**src/rtl/mem_port_scheduler_pkg.sv**
```systemverilog
// mem_port_scheduler_pkg: shared types, byte-mode encodings and lane helpers for the memory port scheduler
package mem_port_scheduler_pkg;
    typedef logic [31:0] addr_t;
    typedef logic [63:0] reg_t;
    typedef enum logic [1:0] {BMD_B = 2'd0, BMD_H = 2'd1, BMD_W = 2'd2, BMD_D = 2'd3} bmd_t;
    typedef enum logic [1:0] {IDLE, LOAD_WAIT, OUT_WAIT, IN_WAIT} mem_sched_state_t;
    localparam addr_t IO_FILE_POINTER_DEF = 32'hfffff000;
    function automatic logic [3:0] bmd_size(bmd_t b);
        return 4'd1 << b;
    endfunction
    function automatic logic [7:0] bmd_lanes(bmd_t b);
        return 8'((9'd1 << bmd_size(b)) - 9'd1);
    endfunction
endpackage

```
**src/rtl/mem_port_scheduler_if.sv**
```systemverilog
// mem_port_scheduler_if: fetch, data, memory-port and OUT/IN handshake signals of the scheduler
// slave: scheduler side; master: requesters, memory and IO side
interface mem_port_scheduler_if;
    import mem_port_scheduler_pkg::*;
    logic        if_req, if_gnt, if_rvalid;
    addr_t       if_addr;
    reg_t        if_rdata;
    logic        dm_req, dm_we, dm_gnt, dm_done, dm_err;
    addr_t       dm_addr;
    bmd_t        dm_bmd;
    reg_t        dm_wdata, dm_rdata;
    addr_t       mem_addr;
    logic [7:0]  mem_we;
    reg_t        mem_wdata, mem_rdata;
    logic        out_req, out_ack, in_ready, in_valid;
    logic [31:0] out_data, in_data;
    modport slave (
        input  if_req, if_addr, dm_req, dm_we, dm_addr, dm_bmd, dm_wdata, mem_rdata, out_ack, in_valid, in_data,
        output if_gnt, if_rvalid, if_rdata, dm_gnt, dm_done, dm_rdata, dm_err, mem_addr, mem_we, mem_wdata,
               out_req, out_data, in_ready
    );
    modport master (
        output if_req, if_addr, dm_req, dm_we, dm_addr, dm_bmd, dm_wdata, mem_rdata, out_ack, in_valid, in_data,
        input  if_gnt, if_rvalid, if_rdata, dm_gnt, dm_done, dm_rdata, dm_err, mem_addr, mem_we, mem_wdata,
               out_req, out_data, in_ready
    );
endinterface

```
**src/rtl/mem_port_scheduler_byte_lane_align.sv**
```systemverilog
// byte_lane_align: store lane mask/shift with boundary-crossing check, and load extract with zero-extension
// st_*_i: store offset/mode/data -> st_mask_o, st_wdata_o, st_cross_o
// ld_*_i: load offset/mode/raw word -> ld_rdata_o
module byte_lane_align
    import mem_port_scheduler_pkg::*;
(
    input  logic [2:0] st_off_i,
    input  bmd_t       st_bmd_i,
    input  reg_t       st_wdata_i,
    input  logic [2:0] ld_off_i,
    input  bmd_t       ld_bmd_i,
    input  reg_t       ld_rdata_i,
    output logic [7:0] st_mask_o,
    output reg_t       st_wdata_o,
    output logic       st_cross_o,
    output reg_t       ld_rdata_o
);
    logic [7:0] ld_lanes;
    reg_t       ld_shifted;
    always_comb begin
        st_mask_o  = bmd_lanes(st_bmd_i) << st_off_i;
        st_wdata_o = st_wdata_i << {st_off_i, 3'b000};
        st_cross_o = ({1'b0, st_off_i} + bmd_size(st_bmd_i)) > 4'd8;
        ld_lanes   = bmd_lanes(ld_bmd_i);
        ld_shifted = ld_rdata_i >> {ld_off_i, 3'b000};
        ld_rdata_o = '0;
        for (int i = 0; i < 8; i++) ld_rdata_o[8*i +: 8] = ld_shifted[8*i +: 8] & {8{ld_lanes[i]}};
    end
endmodule

```
**src/rtl/mem_port_scheduler.sv**
```systemverilog
// mem_port_scheduler: arbitrates fetch and data requests onto one memory port, sequences loads, routes IO accesses
// clk, rstn (synchronous, active-low); bus: mem_port_scheduler_if.slave
// MEM_SCHED_RR_EN: round-robin arbitration instead of fixed data-over-fetch priority
module mem_port_scheduler
    import mem_port_scheduler_pkg::*;
#(
    parameter int unsigned LOAD_LATENCY    = 1,
    parameter addr_t       IO_FILE_POINTER = IO_FILE_POINTER_DEF
) (
    input logic                 clk,
    input logic                 rstn,
    mem_port_scheduler_if.slave bus
);
`ifdef MEM_SCHED_RR_EN
    localparam bit RR_EN = 1'b1;
`else
    localparam bit RR_EN = 1'b0;
`endif
    mem_sched_state_t state_q;
    logic [2:0]  cnt_q, ld_off_q;
    bmd_t        ld_bmd_q;
    logic        ld_fetch_q, last_data_q, dm_done_q, dm_err_q, out_req_q, in_ready_q;
    logic [7:0]  mem_we_q, st_mask;
    addr_t       mem_addr_q;
    reg_t        mem_wdata_q, dm_rdata_q, if_rdata_q, st_wdata, ld_rdata;
    logic [31:0] out_data_q;
    logic        ld_done, idle, pick_data, dm_gnt, if_gnt, dm_io, st_cross;

    byte_lane_align u_align (
        .st_off_i  (bus.dm_addr[2:0]),
        .st_bmd_i  (bus.dm_bmd),
        .st_wdata_i(bus.dm_wdata),
        .ld_off_i  (ld_off_q),
        .ld_bmd_i  (ld_bmd_q),
        .ld_rdata_i(bus.mem_rdata),
        .st_mask_o (st_mask),
        .st_wdata_o(st_wdata),
        .st_cross_o(st_cross),
        .ld_rdata_o(ld_rdata)
    );

    // The load-data cycle counts as idle so the next grant overlaps it.
    always_comb begin
        ld_done   = state_q == LOAD_WAIT && cnt_q == 3'd0;
        idle      = state_q == IDLE || ld_done;
        pick_data = bus.dm_req && !(RR_EN && bus.if_req && last_data_q);
        dm_gnt    = idle && pick_data;
        if_gnt    = idle && bus.if_req && !pick_data;
        dm_io     = bus.dm_addr == IO_FILE_POINTER;
    end

    assign bus.dm_gnt    = dm_gnt;
    assign bus.if_gnt    = if_gnt;
    assign bus.if_rvalid = ld_done && ld_fetch_q;
    assign bus.if_rdata  = (ld_done && ld_fetch_q) ? bus.mem_rdata : if_rdata_q;
    assign bus.dm_done   = dm_done_q || (ld_done && !ld_fetch_q);
    assign bus.dm_rdata  = (ld_done && !ld_fetch_q) ? ld_rdata : dm_rdata_q;
    assign bus.dm_err    = dm_err_q;
    assign bus.mem_addr  = mem_addr_q;
    assign bus.mem_we    = mem_we_q;
    assign bus.mem_wdata = mem_wdata_q;
    assign bus.out_req   = out_req_q;
    assign bus.out_data  = out_data_q;
    assign bus.in_ready  = in_ready_q;

    // Later assignments win, so a grant in the load-data cycle overrides the return to IDLE.
    always_ff @(posedge clk) begin
        if (!rstn) begin
            state_q     <= IDLE;
            cnt_q       <= '0;
            ld_off_q    <= '0;
            ld_bmd_q    <= BMD_B;
            ld_fetch_q  <= 1'b0;
            last_data_q <= 1'b0;
            dm_done_q   <= 1'b0;
            dm_err_q    <= 1'b0;
            out_req_q   <= 1'b0;
            in_ready_q  <= 1'b0;
            mem_we_q    <= '0;
            mem_addr_q  <= '0;
            mem_wdata_q <= '0;
            dm_rdata_q  <= '0;
            if_rdata_q  <= '0;
            out_data_q  <= '0;
        end else begin
            mem_we_q  <= '0;
            dm_done_q <= 1'b0;
            dm_err_q  <= 1'b0;
            if (ld_done) begin
                state_q <= IDLE;
                if (ld_fetch_q) if_rdata_q <= bus.mem_rdata;
                else dm_rdata_q <= ld_rdata;
            end else if (state_q == LOAD_WAIT) cnt_q <= cnt_q - 3'd1;
            if (state_q == OUT_WAIT && bus.out_ack) begin
                out_req_q <= 1'b0;
                dm_done_q <= 1'b1;
                state_q   <= IDLE;
            end
            if (state_q == IN_WAIT && bus.in_valid) begin
                in_ready_q <= 1'b0;
                dm_rdata_q <= {32'b0, bus.in_data};
                dm_done_q  <= 1'b1;
                state_q    <= IDLE;
            end
            if (dm_gnt) begin
                last_data_q <= 1'b1;
                if (dm_io) begin
                    if (bus.dm_we) begin
                        out_data_q <= bus.dm_wdata[31:0];
                        out_req_q  <= 1'b1;
                        state_q    <= OUT_WAIT;
                    end else begin
                        in_ready_q <= 1'b1;
                        state_q    <= IN_WAIT;
                    end
                end else if (st_cross) dm_err_q <= 1'b1;
                else begin
                    mem_addr_q <= bus.dm_addr & ~addr_t'(7);
                    if (bus.dm_we) begin
                        mem_we_q    <= st_mask;
                        mem_wdata_q <= st_wdata;
                        dm_done_q   <= 1'b1;
                    end else begin
                        state_q    <= LOAD_WAIT;
                        cnt_q      <= 3'(LOAD_LATENCY);
                        ld_off_q   <= bus.dm_addr[2:0];
                        ld_bmd_q   <= bus.dm_bmd;
                        ld_fetch_q <= 1'b0;
                    end
                end
            end else if (if_gnt) begin
                last_data_q <= 1'b0;
                mem_addr_q  <= bus.if_addr & ~addr_t'(7);
                state_q     <= LOAD_WAIT;
                cnt_q       <= 3'(LOAD_LATENCY);
                ld_fetch_q  <= 1'b1;
            end
        end
    end
endmodule

```
**src/flat_wrapper.sv**
```systemverilog
// flat-port wrapper written by rule: the top's interface ports become plain ports
module mem_port_scheduler_flat import mem_port_scheduler_pkg::*;
#(
    parameter int unsigned LOAD_LATENCY    = 1,
    parameter addr_t       IO_FILE_POINTER = IO_FILE_POINTER_DEF
)
  (clk, rstn, bus_if_req, bus_if_addr, bus_dm_req, bus_dm_we, bus_dm_addr, bus_dm_bmd, bus_dm_wdata, bus_mem_rdata, bus_out_ack, bus_in_valid, bus_in_data, bus_if_gnt, bus_if_rvalid, bus_if_rdata, bus_dm_gnt, bus_dm_done, bus_dm_rdata, bus_dm_err, bus_mem_addr, bus_mem_we, bus_mem_wdata, bus_out_req, bus_out_data, bus_in_ready);
  mem_port_scheduler_if bus_i ();
  input logic clk;
  input logic rstn;
  input wire logic [$bits(bus_i.if_req)-1:0] bus_if_req;
  input wire logic [$bits(bus_i.if_addr)-1:0] bus_if_addr;
  input wire logic [$bits(bus_i.dm_req)-1:0] bus_dm_req;
  input wire logic [$bits(bus_i.dm_we)-1:0] bus_dm_we;
  input wire logic [$bits(bus_i.dm_addr)-1:0] bus_dm_addr;
  input wire logic [$bits(bus_i.dm_bmd)-1:0] bus_dm_bmd;
  input wire logic [$bits(bus_i.dm_wdata)-1:0] bus_dm_wdata;
  input wire logic [$bits(bus_i.mem_rdata)-1:0] bus_mem_rdata;
  input wire logic [$bits(bus_i.out_ack)-1:0] bus_out_ack;
  input wire logic [$bits(bus_i.in_valid)-1:0] bus_in_valid;
  input wire logic [$bits(bus_i.in_data)-1:0] bus_in_data;
  output wire logic [$bits(bus_i.if_gnt)-1:0] bus_if_gnt;
  output wire logic [$bits(bus_i.if_rvalid)-1:0] bus_if_rvalid;
  output wire logic [$bits(bus_i.if_rdata)-1:0] bus_if_rdata;
  output wire logic [$bits(bus_i.dm_gnt)-1:0] bus_dm_gnt;
  output wire logic [$bits(bus_i.dm_done)-1:0] bus_dm_done;
  output wire logic [$bits(bus_i.dm_rdata)-1:0] bus_dm_rdata;
  output wire logic [$bits(bus_i.dm_err)-1:0] bus_dm_err;
  output wire logic [$bits(bus_i.mem_addr)-1:0] bus_mem_addr;
  output wire logic [$bits(bus_i.mem_we)-1:0] bus_mem_we;
  output wire logic [$bits(bus_i.mem_wdata)-1:0] bus_mem_wdata;
  output wire logic [$bits(bus_i.out_req)-1:0] bus_out_req;
  output wire logic [$bits(bus_i.out_data)-1:0] bus_out_data;
  output wire logic [$bits(bus_i.in_ready)-1:0] bus_in_ready;
  assign bus_i.if_req = bus_if_req;
  assign bus_i.if_addr = bus_if_addr;
  assign bus_i.dm_req = bus_dm_req;
  assign bus_i.dm_we = bus_dm_we;
  assign bus_i.dm_addr = bus_dm_addr;
  assign bus_i.dm_bmd = bus_dm_bmd;
  assign bus_i.dm_wdata = bus_dm_wdata;
  assign bus_i.mem_rdata = bus_mem_rdata;
  assign bus_i.out_ack = bus_out_ack;
  assign bus_i.in_valid = bus_in_valid;
  assign bus_i.in_data = bus_in_data;
  assign bus_if_gnt = bus_i.if_gnt;
  assign bus_if_rvalid = bus_i.if_rvalid;
  assign bus_if_rdata = bus_i.if_rdata;
  assign bus_dm_gnt = bus_i.dm_gnt;
  assign bus_dm_done = bus_i.dm_done;
  assign bus_dm_rdata = bus_i.dm_rdata;
  assign bus_dm_err = bus_i.dm_err;
  assign bus_mem_addr = bus_i.mem_addr;
  assign bus_mem_we = bus_i.mem_we;
  assign bus_mem_wdata = bus_i.mem_wdata;
  assign bus_out_req = bus_i.out_req;
  assign bus_out_data = bus_i.out_data;
  assign bus_in_ready = bus_i.in_ready;
  mem_port_scheduler #(.LOAD_LATENCY(LOAD_LATENCY), .IO_FILE_POINTER(IO_FILE_POINTER)) u_core (.clk(clk), .rstn(rstn), .bus(bus_i));
endmodule
```
**config.mk**
```make
export PLATFORM = sky130hd
export DESIGN_NAME = mem_port_scheduler_flat
export DESIGN_NICKNAME = d
export VERILOG_FILES = /design/src/rtl/mem_port_scheduler_pkg.sv /design/src/rtl/mem_port_scheduler_if.sv /design/src/rtl/mem_port_scheduler_byte_lane_align.sv /design/src/rtl/mem_port_scheduler.sv /design/src/flat_wrapper.sv
export SDC_FILE = /design/constraint.sdc
export NUM_CORES = 1
export LEC_CHECK = 0
export CAP_MARGIN = 20
export CORE_AREA = 3 3 193 195
export DETAILED_ROUTE_END_ITERATION = 7
export DIE_AREA = 0 0 196 198
export GPL_ROUTABILITY_DRIVEN = 0
export PLACE_DENSITY = 0.73
export SLEW_MARGIN = 20
export SYNTH_ARGS = -nofsm -noshare
export SYNTH_HDL_FRONTEND = slang
export SYNTH_SLANG_ARGS = --single-unit
```
**constraint.sdc**
```tcl
create_clock -name clk -period 3.4 [get_ports clk]
set_input_delay 0.51 -clock clk [delete_from_list [all_inputs] [get_ports clk]]
set_output_delay 0.51 -clock clk [all_outputs]
set_load 0.01 [all_outputs]
```
==> results of run 1 <==
-- through the flow --
stage | util, % | cell area, sq um | hold slack, ns | std cells | worst slack, ns
floorplan | - | 14500 | 0.448 | 1522 | 0.484
CTS | 59.5 | 21200 | 0.288 | 2470 | 0.0241
finish | 59.6 | 21200 | 0.321 | 2470 | 0.0633
global route | 59.6 | 21200 | 0.321 | 2470 | 0.000270
global placement | 56.1 | 19900 | 0.439 | 2405 | 0.131
detailed placement | 56.1 | 19900 | 0.444 | 2405 | 0.0789
-- power by group --
part / total, W / switching (W) / leakage (nW) / internal (W)
clock network: 0.00362 / 0.00146 / 0.545 / 0.00216
logic: 0.00183 / 0.000914 / 5.58 / 0.000913
registers: 0.00342 / 0.0000688 / 2.24 / 0.00335
-- final timing paths --
kind                      startpoint                      end  slack [ns]  cells after the start
max                  u_core.cnt_q[1]         bus_if_rdata[43]        0.06                      7
min                   bus_dm_addr[1]     u_core.bus.mem_we[1]        0.32                      2
max reg2reg          u_core.cnt_q[0]   u_core.bus.out_data[0]        1.13                      8
min reg2reg  u_core.bus.out_data[25]  u_core.bus.out_data[25]        0.46                      2
-- final cells by class --
type	instances	area, sq um	share of cell area [%]
inverter	19	71.3	0.337
clock buffer	48	1020	4.80
timing repair buffer	560	5580	26.3
multi-input combinational	1095	8320	39.3
clock inverter	11	88.8	0.419
sequential	276	5530	26.1
tap	461	577	2.72
-- cells in the mapped netlist, types with 30 or more instances --
library cell / count / area (sq um)
a21oi_1: 30 / 150
a22o_1: 32 / 280
a22oi_1: 40 / 300
and2_1: 65 / 407
buf_2: 39 / 195
clkbuf_1: 67 / 251
dfxtp_1: 276 / 5530
mux2_2: 101 / 1140
mux2i_1: 145 / 1450
mux4_2: 43 / 968
nand2_1: 241 / 905
nand3_1: 37 / 185
nor2b_1: 48 / 300
o21a_1: 32 / 240
o21ai_0: 122 / 611
-- cells by family (layout without fill, tap and decap cells) --
kind of cell	count (synthesis)	count (layout)
flops	276	276
fa+ha+maj	7	7
compound gates	343	343
simple gates	450	450
buf+inv	151	638
mux	289	289
xor+xnor	3	3
other cells	1	3
-- what timing repair did --
item	in CTS	in global routing
endpoints found under the setup margin	64	50
gates resized for setup	15	9
setup buffers	6	0
pin swaps	1	0
-- state kept, by name, summed over array words and instances, names as in the netlist --
name	count
u_core.cnt_q	3
u_core.ld_fetch_q	1
u_core.state_q	2
u_core.bus.mem_addr	29
u_core.bus.out_req	1
u_core.bus.mem_we	8
u_core.dm_rdata_q	64
u_core.bus.mem_wdata	64
u_core.ld_bmd_q	2
u_core.dm_done_q	1
u_core.bus.out_data	32
u_core.if_rdata_q	64
u_core.bus.dm_err	1
u_core.bus.in_ready	1
u_core.ld_off_q	3
-- critical path, stage by stage, from the launching register on --
cell and delay [ns]:
dfxtp_1 0.34, inv_1 0.07, ha_2 0.20, and4bb_4 0.25, nand2_2 0.11, buf_16 0.29
mux2_2 0.43, clkdlybuf4s50_1 0.52
-- layer usage --
layer	up-vias	routed length, microns	global-route usage, %
li1	6433	-	-
met1	6557	21000	31.7
met2	660	28400	50.5
met3	132	5470	8.39
met4	2	2970	14.0
met5	-	12	0
==> metrics.cfg, run 1 <==
[clock_tree]
htreeDepth = 2
cts_buffers = 34
cts_tree = done
clkSinkCount = 276
cts_root_buf = clkbuf_16
path_clk_slew_ns = 0.06
cts_buffer_depth = 3
clk-insertion-delay-late_ns = 0.54
holdBufCountCts = 0

[timing]
finalCritPeriodShare_pct = 98.1
setup_viol = 0
rsz0062_at_grt = false
slew_viol_final = 0
final_hold_viol_count = 0
slew_headroom_pct = 33.5
tns_ns = 0
finalCriticalPeriod_ns = 3.34
fin_skew_ns = 0.0130
worstMarginPinSlew_ns = 0.993
fmax_mhz = 300

[final_layout]
nets = 2226
fillers = 3075
num_antenna_cells = 0
syn_to_final_growth_pct = 46.3
final_cell_mix = clkdlybuf4s50_1, dfxtp_1, nand2_1, mux2i_1, o21ai_0
drive_gt1_share_pct = 15.9
final_common_cell = clkdlybuf4s50_1

[route]
viasPerCell = 5.58
firstDrtPassIters = 5
post-route-drc-count = 0
first_iter_violations = 874
wl_mm = 57.8
dr_total_vias = 13800
wl_per_cell_microns = 23.4
drtAntennaViolNets = 0

[yosys]
yosysSeqAreaShare_pct = 38.2
synthSimpleGateAreaFrac_pct = 15.1
synthAdderAreaFrac_pct = 0.657
avgSynthCellArea_sq_um = 9.53
syn_area_sq_um = 14500
synth_cells = 1520
synth-edff-count = 0
synth_cell_type_count = 67
synth_ff_type = dfxtp_1
synth_compound_area_share_pct = 16.5
muxShareOfSynthArea_pct = 24.6
synth-xor-area-share_pct = 0.181
synth_top_family_by_area = multiplexers
synth-seq-cells = 276
async_reset_ff_share_pct = 0
yosysWarnings = 0

[pwr]
p_per_area_nw_per_um2 = 418
p_leak_nw = 8.36
p_total_w = 0.00886
max-vdd-ir-drop_v = 0.000366

[place]
place_hpwl_mm = 44.4
portBuffers = 497

[worst_setup_path]
end_kind = output port
startpoint_type = register
arrival_ns = 2.83
cp.required_ns = 2.89
path_class = reg -> out
crit_fanout = 65

[status]
status = completed

[floorplan]
io_pins = 504
fp.dieArea_sq_um = 38800
die_x_microns = 196
die_y_microns = 198
coreArea_sq_um = 35600
start_util_pct = 40.7
std_cell_rows = 69

[min_path]
min_path_type = in -> reg

[grt]
antenna_found_initial = 2
first_global_vias = 13900
grt_max_degree = 97
overflow = 0
track_usage_pct = 28.7
grt_pass1_wl_mm = 85.4

[flow_run]
max_cap_viol_count = 0

(Power assumes the default switching activity.)
==> inputs of run 2 (changes only) <==
ABC_AREA = 1   (was not set)
CORE_AREA = 3 3 196 198   (was 3 3 193 195)
DIE_AREA = 0 0 199 201   (was 0 0 196 198)
==> metrics.cfg, run 2 <==
[worst_setup_path]
path_delay_family = buffers and inverters
cp.required_ns = 2.89
timing.rr.start = u_core.cnt_q[0]
cp.depth = 11
crit_fanout = 32
crit_end = bus_if_rdata[56]
critPathMaxStageDelay_ns = 0.60
path_class = reg -> out
end_kind = output port
startpoint_type = register
r2r_cells = 14
rrSetupSlack_ns = 0.69
crit_chain = inv_1, ha_1, inv_1, nor2_4, nand2_2, nor2_4, buf_4, buf_4, bufbuf_16, a21oi_1, clkdlybuf4s50_1
arrival_ns = 2.81
crit_start = u_core.cnt_q[0]
cp.buffers_inverters = 6
r2r-end = u_core.bus.out_data[27]
cpMaxStageDelayCell = clkdlybuf4s50_1

[grt]
antenna_found_initial = 10
grt_pass1_wl_mm = 95.3
track_usage_pct = 30.3
first_global_vias = 16500
grt_max_degree = 93
overflow = 0

[place]
pre_cts_ws_ns = 0.169
place_area_sq_um = 20600
portBuffers = 497
place_hpwl_mm = 48.3

[final_layout]
final_cell_mix = nand2_1, clkdlybuf4s50_1, dfxtp_1, nor2_1, inv_1
syn_to_final_growth_pct = 44.6
final_area_sq_um = 22100
nets = 3086
drive_gt1_share_pct = 9.38
final_common_cell = nand2_1

[route]
drtAntennaViolNets = 0
viasPerCell = 5.19
wl_per_cell_microns = 19.2
wl_mm = 64.1
post-route-drc-count = 0
dr_total_vias = 17300
firstDrtPassIters = 6
first_iter_violations = 1453

[timing]
final_hold_viol_count = 0
finalCriticalPeriod_ns = 3.32
fin_ws_ns = 0.0836
finalCritPeriodShare_pct = 97.5
hold_ws_ns = 0.340
fin_skew_ns = 0.0264
fmax_mhz = 302
slew_viol_final = 0
slew_headroom_pct = 26.5
setup_viol = 0
worstMarginPinSlew_ns = 1.10

[yosys]
synth-xor-area-share_pct = 0.115
synthSimpleGateAreaFrac_pct = 35.6
synth_cells = 2406
yosysWarnings = 0
yosysSeqAreaShare_pct = 36.1
synth_compound_area_share_pct = 15.6
synth-edff-count = 0
avgSynthCellArea_sq_um = 6.35
synth-seq-cells = 276
syn_area_sq_um = 15300
yosys-top-cells-count = nand2_1, dfxtp_1, nor2_1, inv_1, o21ai_0
synthAdderAreaFrac_pct = 0.622
synth_ff_type = dfxtp_1
ys_top_cells_by_area = dfxtp_1, nand2_1, nor2_1
synth_top_family_by_area = simple AND/OR/NAND/NOR gates
yosysMostFrequentCell = nand2_1
synth_top_area_share_pct = 36.1
synth_cell_type_count = 44
synth_top_area_cell = dfxtp_1
async_reset_ff_share_pct = 0
muxShareOfSynthArea_pct = 0.786

[pwr]
p_leak_nw = 10.5
p_per_area_nw_per_um2 = 436
p_total_w = 0.00964
max-vdd-ir-drop_v = 0.000292

[flow_run]
max_cap_viol_count = 0

[floorplan]
fp.dieArea_sq_um = 40000
die_x_microns = 199
io_pins = 504
die_y_microns = 201
coreArea_sq_um = 36700
start_util_pct = 41.7
std_cell_rows = 70

[clock_tree]
clk-insertion-delay-late_ns = 0.51
clkSinkCount = 276
cts_root_buf = clkbuf_16
cts_buffers = 34
path_clk_slew_ns = 0.06
holdBufCountCts = 0
cts_tree = done
htreeDepth = 2
cts_buffer_depth = 3

[min_path]
min_path_type = in -> reg

[status]
status = completed

[run 2: changes by cell type in the layout (fill, tap and decap cells not counted), sizes merged, moves of 57 or more]
| cell | delta |
|---|---|
| and2 | -57 |
| mux2 | -101 |
| nand2 | +510 |
| or2 | +107 |
| a21oi | +96 |
| nand3 | +99 |
| mux2i | -133 |
| o21ai | +73 |
| inv | +220 |
| nor2 | +226 |
[run 2: routing by layer]
layer	track usage (%)	part of all wire [%]
met2	52.4	48
met1	34.3	37
met4	15.4	5.8
met3	7.75	9.1
met5	0	0.11
[run 2: through the flow]
step | setup TNS (ns) | utilization [%] | std cells
after floorplan | 0 | - | 2408
after global placement | 0 | 56.1 | 3264
after detailed placement | 0 | 56.1 | 3264
after CTS | 0 | 59.5 | 3327
after global routing | -0.00397 | 60.2 | 3342
final | 0 | 60.2 | 3342
[run 2: worst min-delay path by stage]
stage	startpoint	to	slack (ns)	depth (start not counted)
3_3_place_gp	u_core.bus.in_ready	u_core.bus.in_ready	0.45	2
5_1_grt	bus_dm_addr[1]	u_core.ld_off_q[1]	0.36	3
6_report	bus_dm_addr[1]	u_core.ld_off_q[1]	0.34	3
2_1_floorplan	u_core.dm_rdata_q[62]	u_core.dm_rdata_q[62]	0.45	2
4_1_cts	bus_dm_addr[1]	u_core.ld_off_q[1]	0.32	3
3_5_place_dp	u_core.bus.in_ready	u_core.bus.in_ready	0.46	2
[run 2: cell type report]
class                   instances  area [sq um]
fillers                      3347         14600
multi-input cells            1725          8120
repair buffers                567          5780
flip-flops and latches        276          5530
clock buffers                  47          1010
inverters                     242           921
well taps                     468           586
clock inverters                12           141
diodes                          5          12.5
[run 2: worst register-to-register path, cell delays in order, from the launching register on]
cell,delay (ns)
dfxtp_1,0.30
inv_1,0.11
ha_1,0.17
inv_1,0.08
nor2_4,0.10
nand2_2,0.11
buf_4,0.15
buf_4,0.14
nand2_2,0.09
nand2_4,0.26
nor2_8,0.27
nand3_4,0.09
inv_2,0.45
o21ai_0,0.21
nor2_1,0.13
[run 2: cells by family (layout without fill, tap and decap cells)]
family                     Yosys count  count (layout)
and+or+nand+nor                   1275            1275
xor gates and xnor gates             2               2
adders and majority gates            7               7
other                                1               8
muxes                               12              12
AOI/OAI and AO/OA                  426             426
DFF                                276             276
buffers and inverters              407             868
[run 2: where the power goes]
| part | switching (W) | leakage, nW | internal (W) | total (W) |
|---|---|---|---|---|
| Clock | 0.00147 | 0.574 | 0.00230 | 0.00377 |
| Sequential | 0.0000849 | 2.24 | 0.00340 | 0.00348 |
| Combinational | 0.00132 | 7.72 | 0.00107 | 0.00239 |
| Total | 0.00287 | 10.5 | 0.00677 | 0.00964 |
[run 2: timing repair]
item / 4_1_cts / 5_1_grt
pin swaps: 7 / 12
setup buffers: 3 / 8
cloned: 1 / 2
endpoints found under the setup margin: 107 / 100
resized for setup: 12 / 51
==> inputs of run 3 (changes only) <==
CORE_AREA = not set   (was 3 3 196 198)
CORE_ASPECT_RATIO = 1.5   (was not set)
CORE_MARGIN = 3   (was not set)
CORE_UTILIZATION = 40   (was not set)
DIE_AREA = not set   (was 0 0 199 201)
PLACE_DENSITY = 0.71   (was 0.73)
SETUP_SLACK_MARGIN = 0.3   (was not set)
==> metrics.cfg, run 3 (same netlist as run 2, synthesis figures left out) <==
[final_layout]
final_cell_mix = nand2_1, clkdlybuf4s50_1, dfxtp_1, nor2_1, inv_1
final_cell_count_no_fill = 3405
syn_to_final_growth_pct = 45.6
drive_gt1_share_pct = 14.6
final_common_cell = nand2_1
nets = 3127

[place]
pre_cts_ws_ns = 0.00158
place_hpwl_mm = 49.1
dp.cells = 3284
portBuffers = 497

[timing]
fin_ws_ns = 0.291
tns_ns = 0
worstMarginPinSlew_ns = 0.742
slew_viol_final = 0
final_hold_viol_count = 0
fmax_mhz = 322
setup_viol = 0
fin_skew_ns = 0.0150
finalCritPeriodShare_pct = 91.4
hold_ws_ns = 0.287
slew_headroom_pct = 50.5
rsz0062_at_grt = true
finalCriticalPeriod_ns = 3.11

[worst_setup_path]
r2r_cells = 13
path_class = reg -> out
arrival_ns = 2.60
timing.rr.start = u_core.cnt_q[1]
crit_fanout = 33
rrSetupSlack_ns = 0.93
end_kind = output port
startpoint_type = register
r2r-end = u_core.bus.out_data[5]
cp.required_ns = 2.89

[route]
dr_total_vias = 17800
viasPerCell = 5.22
post-route-drc-count = 0
first_iter_violations = 1257
wl_mm = 67.0
firstDrtPassIters = 5
wl_per_cell_microns = 19.7
drtAntennaViolNets = 0

[grt]
first_global_vias = 17100
track_usage_pct = 31.1
antenna_found_initial = 9
overflow = 0
grt_pass1_wl_mm = 99.7
grt_max_degree = 74

[clock_tree]
clk-insertion-delay-late_ns = 0.56
cts_tree = done
cts_buffer_depth = 3
cts_root_buf = clkbuf_16
htreeDepth = 1
cts_buffers = 29
path_clk_slew_ns = 0.06
clkSinkCount = 276

[min_path]
min_path_type = in -> reg
hp-start = bus_dm_addr[1]
hold_end = u_core.ld_off_q[1]
holdPathStages = 3

[floorplan]
coreArea_sq_um = 37700
io_pins = 504
die_x_microns = 166
fp.dieArea_sq_um = 40700
std_cell_rows = 87
start_util_pct = 40.6
die_y_microns = 245

[flow_run]
max_cap_viol_count = 0

[pwr]
max-vdd-ir-drop_v = 0.000506
p_leak_nw = 10.5
p_per_area_nw_per_um2 = 414
p_total_w = 0.00922

[status]
status = completed

-- run 3: cell count changes in the layout (fill, tap and decap cells not counted), moves of 19 or more --
| cell | change |
|---|---|
| clkdlybuf4s50_1 | -92 |
| dlygate4sd2_1 | +51 |
| buf_4 | +33 |
| buf_2 | +31 |
| dlymetal6s2s_1 | -31 |
| o21ai_0 | -23 |
| clkbuf_2 | +21 |
| nand2_1 | -21 |
| nand2_2 | +19 |
-- run 3: power by group --
group	switching [W]	internal [W]	total, W
clock	0.00141	0.00189	0.00330
combinational	0.00137	0.00107	0.00244
sequential	0.0000828	0.00340	0.00348
total	0.00286	0.00636	0.00922
-- run 3: critical path: stages, from the launching register on --
cell           delay [ns]
dfxtp_4              0.40
buf_4                0.16
bufbuf_16            0.29
o21ai_0              0.31
nand2_1              0.17
o211ai_1             0.13
nand2_1              0.07
nand2_1              0.06
nand2_1              0.11
dlygate4sd2_1        0.34
-- run 3: layer usage --
| metal | vias to the layer above | part of all wire, % | track usage [%] | wire [microns] |
|---|---|---|---|---|
| li1 | 8567 | - | - | - |
| met1 | 8075 | 34 | 32.5 | 23000 |
| met2 | 877 | 49 | 55.0 | 32800 |
| met3 | 246 | 8.1 | 7.22 | 5410 |
| met4 | 6 | 8.5 | 21.8 | 5700 |
| met5 | - | 0.051 | 0 | 34 |
-- run 3: area by class of cell --
| cell class | count | area (sq um) |
|---|---|---|
| diodes | 6 | 15.0 |
| fillers | 3593 | 15400 |
| clock inverters | 16 | 176 |
| clock buffers | 38 | 800 |
| well taps | 489 | 612 |
| multi-input cells | 1725 | 8280 |
| repair buffers | 612 | 5910 |
| inverters | 242 | 922 |
| flip-flops and latches | 276 | 5530 |
| repair inverters | 1 | 7.51 |
-- run 3: worst max-delay path by stage --
stage	cells after the start	to	from
floorplan	13	u_core.cnt_q[0]	bus_dm_bmd[1]
global placement	13	u_core.bus.mem_wdata[48]	bus_dm_bmd[0]
detailed placement	12	u_core.ld_off_q[0]	bus_dm_bmd[0]
CTS	13	bus_dm_rdata[35]	u_core.cnt_q[1]
global route	15	bus_dm_rdata[37]	u_core.cnt_q[1]
finish	9	bus_dm_rdata[25]	u_core.ld_off_q[0]
-- run 3: stage by stage --
step                instance area (sq um)  utilization, %
global placement                    20600            54.7
global route                        22200            59.1
finish                              22300            59.1
floorplan                           15300               -
detailed placement                  20600            54.7
CTS                                 22200            58.8
-- run 3: timing repair --
action | in CTS | in global routing
setup endpoints to repair | 130 | 126
hold endpoints to repair | 0 | 0
pin swaps | 20 | 18
gates cloned | 8 | 1
setup buffers | 37 | 15
resized for setup | 298 | 136
hold buffers | 0 | 0
